## config.mk

```make
export PLATFORM = sky130hd
export DESIGN_NAME = servo_move_scheduler
export DESIGN_NICKNAME = d
export VERILOG_FILES = /design/src/rtl/servo_move_scheduler.sv
export SDC_FILE = /design/constraint.sdc
export NUM_CORES = 1
export LEC_CHECK = 0
export BUFFER_PORTS_ARGS = -buffer_cell sky130_fd_sc_hd__buf_2
export CAP_MARGIN = 20
export CORE_MARGIN = 2
export CORE_UTILIZATION = 40
export CTS_BUF_LIST = sky130_fd_sc_hd__clkbuf_2
export DETAILED_ROUTE_END_ITERATION = 8
export GPL_ROUTABILITY_DRIVEN = 0
export HOLD_SLACK_MARGIN = 0.08
export PLACE_DENSITY = 0.56
export RECOVER_POWER = 100
export SYNTH_ARGS = -nofsm -noshare
export SYNTH_HDL_FRONTEND = slang
export SYNTH_SLANG_ARGS = --single-unit
```

## constraint.sdc

```tcl
create_clock -name clk -period 8.08 [get_ports clk]
set_input_delay 0 -clock clk [delete_from_list [all_inputs] [get_ports clk]]
set_output_delay 0 -clock clk [all_outputs]
set_load 0.05 [all_outputs]
```

## src/rtl/servo_move_scheduler.sv

```systemverilog
`default_nettype none
// ============================================================================
// Module      : servo_move_scheduler
// Description : Arbitrates keyboard / autonomous grid move requests (keyboard
//               has fixed priority), converts the granted (x,y) cell into
//               servo pulse-width targets, slews X then Y in rate-limited
//               steps once per tick, settles, then pulses done.
// Revision    : 1.0 - initial release
// ============================================================================
module servo_move_scheduler #(
    parameter int X_MAX        = 4,
    parameter int Y_MAX        = 4,
    parameter int PW_MIN       = 1000,
    parameter int PW_GRID      = 250,
    parameter int RAMP_STEP    = 10,
    parameter int TICK_DIV     = 1000,
    parameter int SETTLE_TICKS = 50
) (
    input  logic        clk,
    input  logic        reset,
    input  logic        kb_valid,
    input  logic [7:0]  kb_x,
    input  logic [7:0]  kb_y,
    output logic        kb_ready,
    input  logic        auto_valid,
    input  logic [7:0]  auto_x,
    input  logic [7:0]  auto_y,
    output logic        auto_ready,
    output logic [15:0] pw_x,
    output logic [15:0] pw_y,
    output logic        busy,
    output logic        done,
    output logic        err,
    output logic        grant_auto
);

    localparam int TICK_W = $clog2(TICK_DIV);
    localparam int SET_W  = $clog2(SETTLE_TICKS + 1);

    localparam logic [TICK_W-1:0] c_tick_last   = TICK_W'(TICK_DIV - 1);
    localparam logic [SET_W-1:0]  c_settle_last = SET_W'(SETTLE_TICKS - 1);
    localparam logic [7:0]        c_x_max       = 8'(X_MAX);
    localparam logic [7:0]        c_y_max       = 8'(Y_MAX);
    localparam logic [15:0]       c_pw_min      = 16'(PW_MIN);
    localparam logic [15:0]       c_pw_grid     = 16'(PW_GRID);
    localparam logic [15:0]       c_ramp        = 16'(RAMP_STEP);
    localparam logic [15:0]       c_home_x      = 16'(PW_MIN + 2 * PW_GRID);
    localparam logic [15:0]       c_home_y      = 16'(PW_MIN + 3 * PW_GRID);

    typedef enum logic [1:0] {
        S_IDLE   = 2'd0,
        S_MOVE_X = 2'd1,
        S_MOVE_Y = 2'd2,
        S_SETTLE = 2'd3
    } state_t;

    state_t              r_state;
    logic [TICK_W-1:0]   r_tick_cnt;
    logic [SET_W-1:0]    r_settle_cnt;
    logic [15:0]         r_pw_x;
    logic [15:0]         r_pw_y;
    logic [15:0]         r_tgt_x;
    logic [15:0]         r_tgt_y;
    logic                r_done;
    logic                r_err;
    logic                r_grant_auto;

    logic                w_idle;
    logic                w_xfer;
    logic [7:0]          w_req_x;
    logic [7:0]          w_req_y;
    logic                w_in_range;
    logic [15:0]         w_tgt_x;
    logic [15:0]         w_tgt_y;
    logic                w_tick;
    logic [TICK_W-1:0]   w_tick_next;

    // One rate-limited step toward the target; lands exactly on it when close.
    function automatic logic [15:0] f_step(input logic [15:0] cur, input logic [15:0] tgt);
        if (tgt > cur)
            return ((tgt - cur) <= c_ramp) ? tgt : (cur + c_ramp);
        else
            return ((cur - tgt) <= c_ramp) ? tgt : (cur - c_ramp);
    endfunction

    assign w_idle     = (r_state == S_IDLE);
    assign kb_ready   = w_idle;
    assign auto_ready = w_idle & ~kb_valid;
    assign w_xfer     = w_idle & (kb_valid | auto_valid);

    // Keyboard wins whenever it is valid; otherwise the auto source is taken.
    assign w_req_x    = kb_valid ? kb_x : auto_x;
    assign w_req_y    = kb_valid ? kb_y : auto_y;
    assign w_in_range = (w_req_x >= 8'd1) && (w_req_x <= c_x_max) &&
                        (w_req_y >= 8'd1) && (w_req_y <= c_y_max);
    assign w_tgt_x    = c_pw_min + (16'(w_req_x) - 16'd1) * c_pw_grid;
    assign w_tgt_y    = c_pw_min + (16'(w_req_y) - 16'd1) * c_pw_grid;

    assign w_tick      = (r_tick_cnt == c_tick_last);
    assign w_tick_next = w_tick ? '0 : (r_tick_cnt + TICK_W'(1));

    assign pw_x       = r_pw_x;
    assign pw_y       = r_pw_y;
    assign busy       = ~w_idle;
    assign done       = r_done;
    assign err        = r_err;
    assign grant_auto = r_grant_auto;

    // Move sequencer: accept, slew X, slew Y, settle, report.
    always_ff @(posedge clk) begin
        if (reset) begin
            r_state      <= S_IDLE;
            r_tick_cnt   <= '0;
            r_settle_cnt <= '0;
            r_pw_x       <= c_home_x;
            r_pw_y       <= c_home_y;
            r_tgt_x      <= c_home_x;
            r_tgt_y      <= c_home_y;
            r_done       <= 1'b0;
            r_err        <= 1'b0;
            r_grant_auto <= 1'b0;
        end else begin
            r_done <= 1'b0;
            r_err  <= 1'b0;
            case (r_state)
                S_IDLE: begin
                    r_tick_cnt <= '0;
                    if (w_xfer) begin
                        r_grant_auto <= ~kb_valid;
                        if (w_in_range) begin
                            r_tgt_x <= w_tgt_x;
                            r_tgt_y <= w_tgt_y;
                            r_state <= S_MOVE_X;
                        end else begin
                            r_err <= 1'b1;
                        end
                    end
                end
                S_MOVE_X: begin
                    // Arrival is checked before stepping so an axis at target costs one cycle.
                    if (r_pw_x == r_tgt_x) begin
                        r_state    <= S_MOVE_Y;
                        r_tick_cnt <= '0;
                    end else begin
                        r_tick_cnt <= w_tick_next;
                        if (w_tick)
                            r_pw_x <= f_step(r_pw_x, r_tgt_x);
                    end
                end
                S_MOVE_Y: begin
                    if (r_pw_y == r_tgt_y) begin
                        r_state      <= S_SETTLE;
                        r_tick_cnt   <= '0;
                        r_settle_cnt <= '0;
                    end else begin
                        r_tick_cnt <= w_tick_next;
                        if (w_tick)
                            r_pw_y <= f_step(r_pw_y, r_tgt_y);
                    end
                end
                S_SETTLE: begin
                    r_tick_cnt <= w_tick_next;
                    if (w_tick) begin
                        if (r_settle_cnt == c_settle_last) begin
                            r_state    <= S_IDLE;
                            r_tick_cnt <= '0;
                            r_done     <= 1'b1;
                        end else begin
                            r_settle_cnt <= r_settle_cnt + SET_W'(1);
                        end
                    end
                end
                default: begin
                    r_state    <= S_IDLE;
                    r_tick_cnt <= '0;
                end
            endcase
        end
    end

endmodule
`default_nettype wire
```

Word-level counts from Yosys, hierarchy flattened

Cells that the tools add are included.

Input bits: 36
Word-level logic and storage cells: 100
Output and inout port bits: 38
Register bits: 85

Bitwise operators: 10
Multipliers: 2
$add $sub $neg: 14
Mux-type cells: 27
Magnitude comparators: 10
Equality and inequality tests: 14
Reductions and logical operators: 13

Operators by type and width:

| kind                                                                                | number |
|---|---|
| 16-bit two-way mux                                                                  | 6 |
| 16-bit by 4-bit less-or-equal comparator with 1-bit output, second input constant   | 4 |
| 16-bit subtractor                                                                   | 4 |
| 10-bit two-way mux                                                                  | 5 |
| 10-bit one-hot mux with 4 select lines                                              | 1 |
| 10-bit by 16-bit adder with 16-bit output, first input constant                     | 2 |
| 16-bit by 4-bit adder with 16-bit output, second input constant                     | 2 |
| 16-bit equality test                                                                | 2 |
| 16-bit > comparator                                                                 | 2 |
| 16-bit by 7-bit multiplier with 15-bit output, second input constant                | 2 |
| 16-bit by 4-bit subtractor with 16-bit output, second input constant                | 2 |
| 6-bit two-way mux                                                                   | 3 |
| 8-bit by 1-bit subtractor with 9-bit output, second input constant                  | 2 |
| 8-bit by 1-bit greater-or-equal comparator with 1-bit output, second input constant | 2 |
| 8-bit by 3-bit less-or-equal comparator with 1-bit output, second input constant    | 2 |
| 8-bit two-way mux                                                                   | 2 |
| 2-bit two-way mux                                                                   | 6 |
| 6-bit one-hot mux with 2 select lines                                               | 1 |
| 10-bit by 1-bit adder with 10-bit output, second input constant                     | 1 |
| 10-bit equality test, second input constant                                         | 1 |
| 2-bit != test, second input constant                                                | 5 |
| 3-bit AND reduction                                                                 | 3 |
| 2-bit one-hot mux with 4 select lines                                               | 1 |
| 1-bit NOT                                                                           | 7 |
| 15 further kinds                                                                    | 22 |

Longest topological paths before layout

Depth in word-level cells: 8
Mapped depth: 25
Gate-level depth less buffers: 23

Worst setup path before layout

Ideal clock, no wire load.

Path kind: input port to flip-flop
Start: input port kb_valid
End: register r_tgt_y[15]
Setup time: 0.082 ns
Stages on the path: 25
Setup slack: 1.872 ns
Buffers on the path: 2
Data required time: 7.998 ns
Arrival: 6.126 ns
Cells stage by stage: clkbuf_1 buf_2 mux2i_1 ha_1 o21ai_0 nor2_1 xor2_1 inv_1 fa_1 inv_1 fa_1 inv_1 fa_1 inv_1 fa_1 inv_1 ha_1 or2_2 a21o_1 o41ai_1 xnor2_1 nand4_1 nor2_1 mux2_2 o2111ai_1

Word-level cells in the longest chain between the ends: 6
Elaborated cells on any way between the ends: 15
Those cells by class: add/sub: 2; mul: 1; order compare: 4; mux: 2; bitwise: 2; reduce/logical: 4

RTL lines:

| item                                                                                                  | RTL line | source |
|---|---|---|
| from (decl)                                                                                           | 21       | `input logic kb_valid,` |
| parallel branches: the longest is 6 deep, another holds 16-bit by 7-bit multiplier with 15-bit output | n/a      |  |
| to (signal assigned)                                                                                  | 118      | `r_tgt_y <= c_home_y;` |
| to (signal assigned)                                                                                  | 132      | `r_tgt_y <= w_tgt_y;` |
| to (decl)                                                                                             | 63       | `logic [15:0] r_tgt_y;` |

Several ways; the timed one is not identified.
A chain may end at the register's enable or synchronous reset.

Worst setup path after layout

Start: input port kb_valid
End: register r_tgt_x[15]

Word-level cells in the longest chain between the ends: 6
Elaborated cells on any way between the ends: 15
Those cells by class: add/sub: 2; mul: 1; order compare: 4; mux: 2; bitwise: 2; reduce/logical: 4

RTL lines:

| item                                                                                                  | RTL line | source |
|---|---|---|
| parallel branches: the longest is 6 deep, another holds 16-bit by 7-bit multiplier with 15-bit output | n/a      |  |
| to (signal assigned)                                                                                  | 117      | `r_tgt_x <= c_home_x;` |
| to (signal assigned)                                                                                  | 131      | `r_tgt_x <= w_tgt_x;` |
| to (decl)                                                                                             | 62       | `logic [15:0] r_tgt_x;` |

Several ways; the timed one is not identified.

==> run metrics <==
outcome=complete, but fails checks; failing checks=max-capacitance violations, max-slew violations; FF-to-FF setup slack=2.51 ns; Synth Instances=1605; antenna viol nets, final=0; launching point of the worst reg2reg path=pw_x[7]; final wirelength=33.9 mm; most instantiated flip-flop cell in the synthesis netlist=sky130_fd_sc_hd__dfxtp_1; dominant combinational cell family by area after synthesis=compound AO/OA/AOI/OAI gates; layout cells sized above 1=0.0556; Crit Path Max Fanout=36; antenna violations before repair=1; hold crit path type=primary input to register; Area growth syn-to-layout=5.60%; GRT Util Overall=0.213; area of the multi-input gates=0.00955 sq mm; Rel. slew slack=-0.180; effective utilization at floorplan=0.409; Final TNS setup=0 ns; slowest cell on the critical path=sky130_fd_sc_hd__mux2i_1; synthesized-area fraction occupied by and/or/nand/nor cells=0.207; required time reported for the critical path endpoint=8.56 ns; number of hold-slack violations in the final timing report=0; fraction of the mapped netlist area in adder cells=0.220; half-perimeter wire length after detailed placement=27.0 mm; final worst setup slack=1.92 ns; number of global-route vias before repair=10800; number of nets in the layout=1852; CP most frequent cell=sky130_fd_sc_hd__inv_1; number of warning messages in the yosys log=0; global-route wire length before repair=55.3 mm; startpoint types=primary input; ratio of routed vias to standard cells=5.63; synthesized area per cell=7.60 sq um; final critical delay including setup and external delays=6.16 ns; Die Area=0.0319 sq mm; final setup violating endpoints=0; filler instances=3114; CTS tree=yes; post-synthesis sequential area ratio=0.133; final clock period utilization by the worst path=0.763; Reg2Reg Depth=13; Post-CTS Setup Inserts=0; Vert. Die Dim=179 microns; top cells by area, synth=sky130_fd_sc_hd__ha_1 (14%), sky130_fd_sc_hd__dfxtp_1 (13%), sky130_fd_sc_hd__fa_1 (8.2%); Critical Path Start=kb_valid; buffer levels on the longest clock path=2; clock root buffer=sky130_fd_sc_hd__clkbuf_2; xor and xnor fraction of the mapped netlist area=0.0911; number of enable flip-flop cells after synthesis=0; row cnt=63; compound-cell area share of the yosys netlist=0.231; number of violations reported at the end of detailed-routing iteration 0=751; cell with the most instances after synthesis=sky130_fd_sc_hd__inv_1; largest net degree at the start of global routing=70; DRC=0; TritonCTS sink count=81; max-slew violation count=71; synth unique cells=86; upper clock frequency limit=162 MHz; proportion of register bits with asynchronous set or reset after synthesis=0; category of the critical setup timing path=primary input to register; total of flip-flops plus latches after synthesis=81; element type at the critical path end=register; Maximum Capacitance Violations=3; register clock-pin slew on the reported worst setup and hold paths=0.25 ns; pwr/cell area=255 mW/mm^2; die span in x=179 microns; leading cell types by count after synthesis=sky130_fd_sc_hd__inv_1 (187), sky130_fd_sc_hd__nor2_1 (136), sky130_fd_sc_hd__ha_1 (135), sky130_fd_sc_hd__a21oi_1 (99), sky130_fd_sc_hd__nand2_1 (95); total area of sequential cells=0.00162 sq mm; average detailed-routed wire length per instance=16.7 microns; unrepaired setup endpoints after global routing=no; count of buffers from port buffering=71; Via Count=11400; Post-Route Skew=0.0386 ns; post-synth top area share=0.138; first-pass detailed-route iteration total=5; Post-Synthesis Cell Area=0.0122 sq mm; number of ports placed on the die boundary=74; leading area contributor after synthesis=sky130_fd_sc_hd__ha_1; clock latency on the worst-skew pair=0.59 ns; number of instances on the worst hold path=6; core area=0.0299 sq mm; leftover overflow at the end of global routing=0; maximum cell stage delay along the critical path=0.69 ns; post-place setup slack=1.30 ns; worst slew pin tran=1.77 ns; worst vdd ir=0.246 mV; H-Tree Depth=3; worst r2r dst=pw_x[1]; series of cell instances along the critical path=buf_2 -> mux2i_1 -> ha_1 -> o21ai_0 -> or2_2 -> xnor2_1 -> inv_1 -> fa_1 -> inv_1 -> fa_1 -> inv_1 -> fa_1 -> inv_1 -> fa_1 -> inv_1 -> ha_1 -> a21oi_1 -> a21oi_1 -> xor2_1 -> nand4_1 -> o2111a_1 -> a21oi_1 -> o2111ai_1; multiplexer fraction of the synthesized cell area=0.0347; hold wc startpoint=auto_x[7]; TritonCTS buffer count=9; leakage power=5.70 nW; Worst EP arrival=6.64 ns; endpoint of the worst hold-timing path=err
area by class of cell:
type	instances	share of cell area
Clock inverter	5	0.00485
Clock buffer	11	0.00427
Multi-Input combinational cell	1267	0.741
Sequential cell	81	0.126
Timing Repair Buffer	83	0.0313
Inverter	189	0.0550
Antenna cell	1	0.000194
Tap cell	390	0.0379
per-stage QoR:
stage / utilization / instance area (sq um) / hold slack [ns] / cells / total power, W
floorplan: - / 12200 / 0.221 / 1606 / 0.00260
global placement: 0.429 / 12800 / 0.291 / 2005 / 0.00303
detailed placement: 0.429 / 12800 / 0.294 / 2005 / 0.00307
CTS: 0.434 / 13000 / 0.0863 / 2025 / 0.00333
global route: 0.431 / 12900 / 0.146 / 2027 / 0.00372
finish: 0.431 / 12900 / 0.124 / 2027 / 0.00328
how the worst max path moves through the flow:
stage	to	slack (ns)	cells past startpoint
6_report	r_tgt_x[15]	1.92	23
5_1_grt	r_tgt_x[15]	1.38	23
4_1_cts	r_tgt_x[15]	1.95	23
3_5_place_dp	r_tgt_x[15]	1.30	23
3_3_place_gp	r_tgt_x[15]	1.48	23
2_1_floorplan	r_tgt_y[15]	1.87	25
cell families after synthesis:
| family | after synthesis |
|---|---|
| multiplexers | 40 |
| XOR/XNOR | 127 |
| adder cells (fa/ha/maj) | 185 |
| AND/OR/NAND/NOR | 499 |
| AO/OA/AOI/OAI | 414 |
| buffers and inverters | 258 |
| other | 1 |
| flip-flops | 81 |
critical path: cells and delay by family:
| family | cells | cell delay, ns |
|---|---|---|
| adders and majority gates | 6 | 2.71 |
| and+or+nand+nor | 2 | 0.51 |
| AOI/OAI and AO/OA | 6 | 1.03 |
| xor gates and xnor gates | 2 | 0.76 |
| buffers and inverters | 6 | 0.95 |
| muxes | 1 | 0.69 |
power breakdown:
group          total, W  internal [W]  switching (W)
Combinational   0.00264       0.00110        0.00155
Sequential     0.000407      0.000404     0.00000273
Clock          0.000235     0.0000760       0.000159
Total           0.00328       0.00158        0.00171
cell usage in the layout (no fill, tap or decap), drive strengths merged, types with 13 or more instances in the layout:
cell type	Yosys	final
nand2b	25	25
a211oi	28	28
o21ai	79	79
nor2	136	136
inv	187	189
clkbuf	52	49
fa	50	50
nand3	35	35
ha	135	135
a31oi	14	14
nor2b	16	16
xnor2	94	94
and3	24	24
nor3	59	59
o211ai	13	13
o221ai	13	13
nand4	25	25
buf	17	41
a21oi	100	100
a21o	23	23
a2111oi	13	13
nand2	95	95
a211o	21	21
or3	19	19
xor2	33	33
dfxtp	81	81
mux2i	32	32
per-layer routing:
| layer | GRT usage | part of all wire | vias up |
|---|---|---|---|
| met1 | 0.306 | 0.50 | 5359 |
| met4 | 0.0390 | 0.0092 | 0 |
| met2 | 0.348 | 0.45 | 283 |
| li1 | - | - | 5739 |
| met3 | 0.0210 | 0.044 | 22 |
| met5 | 0 | 0 | - |
sequential cells by signal, summed over array words and instances, names as in the netlist:
name and flops:
err 1, r_tick_cnt 10, r_tgt_y 15, done 1, r_tgt_x 15, r_state 2
pw_y 15, grant_auto 1, pw_x 15, r_settle_cnt 6
repair_timing:
item / CTS / global route
gates resized for setup: 0 / 0
hold endpoints to repair: 8 / 0
hold buffers: 4 / 0
Power figures use the tool's default switching activity.
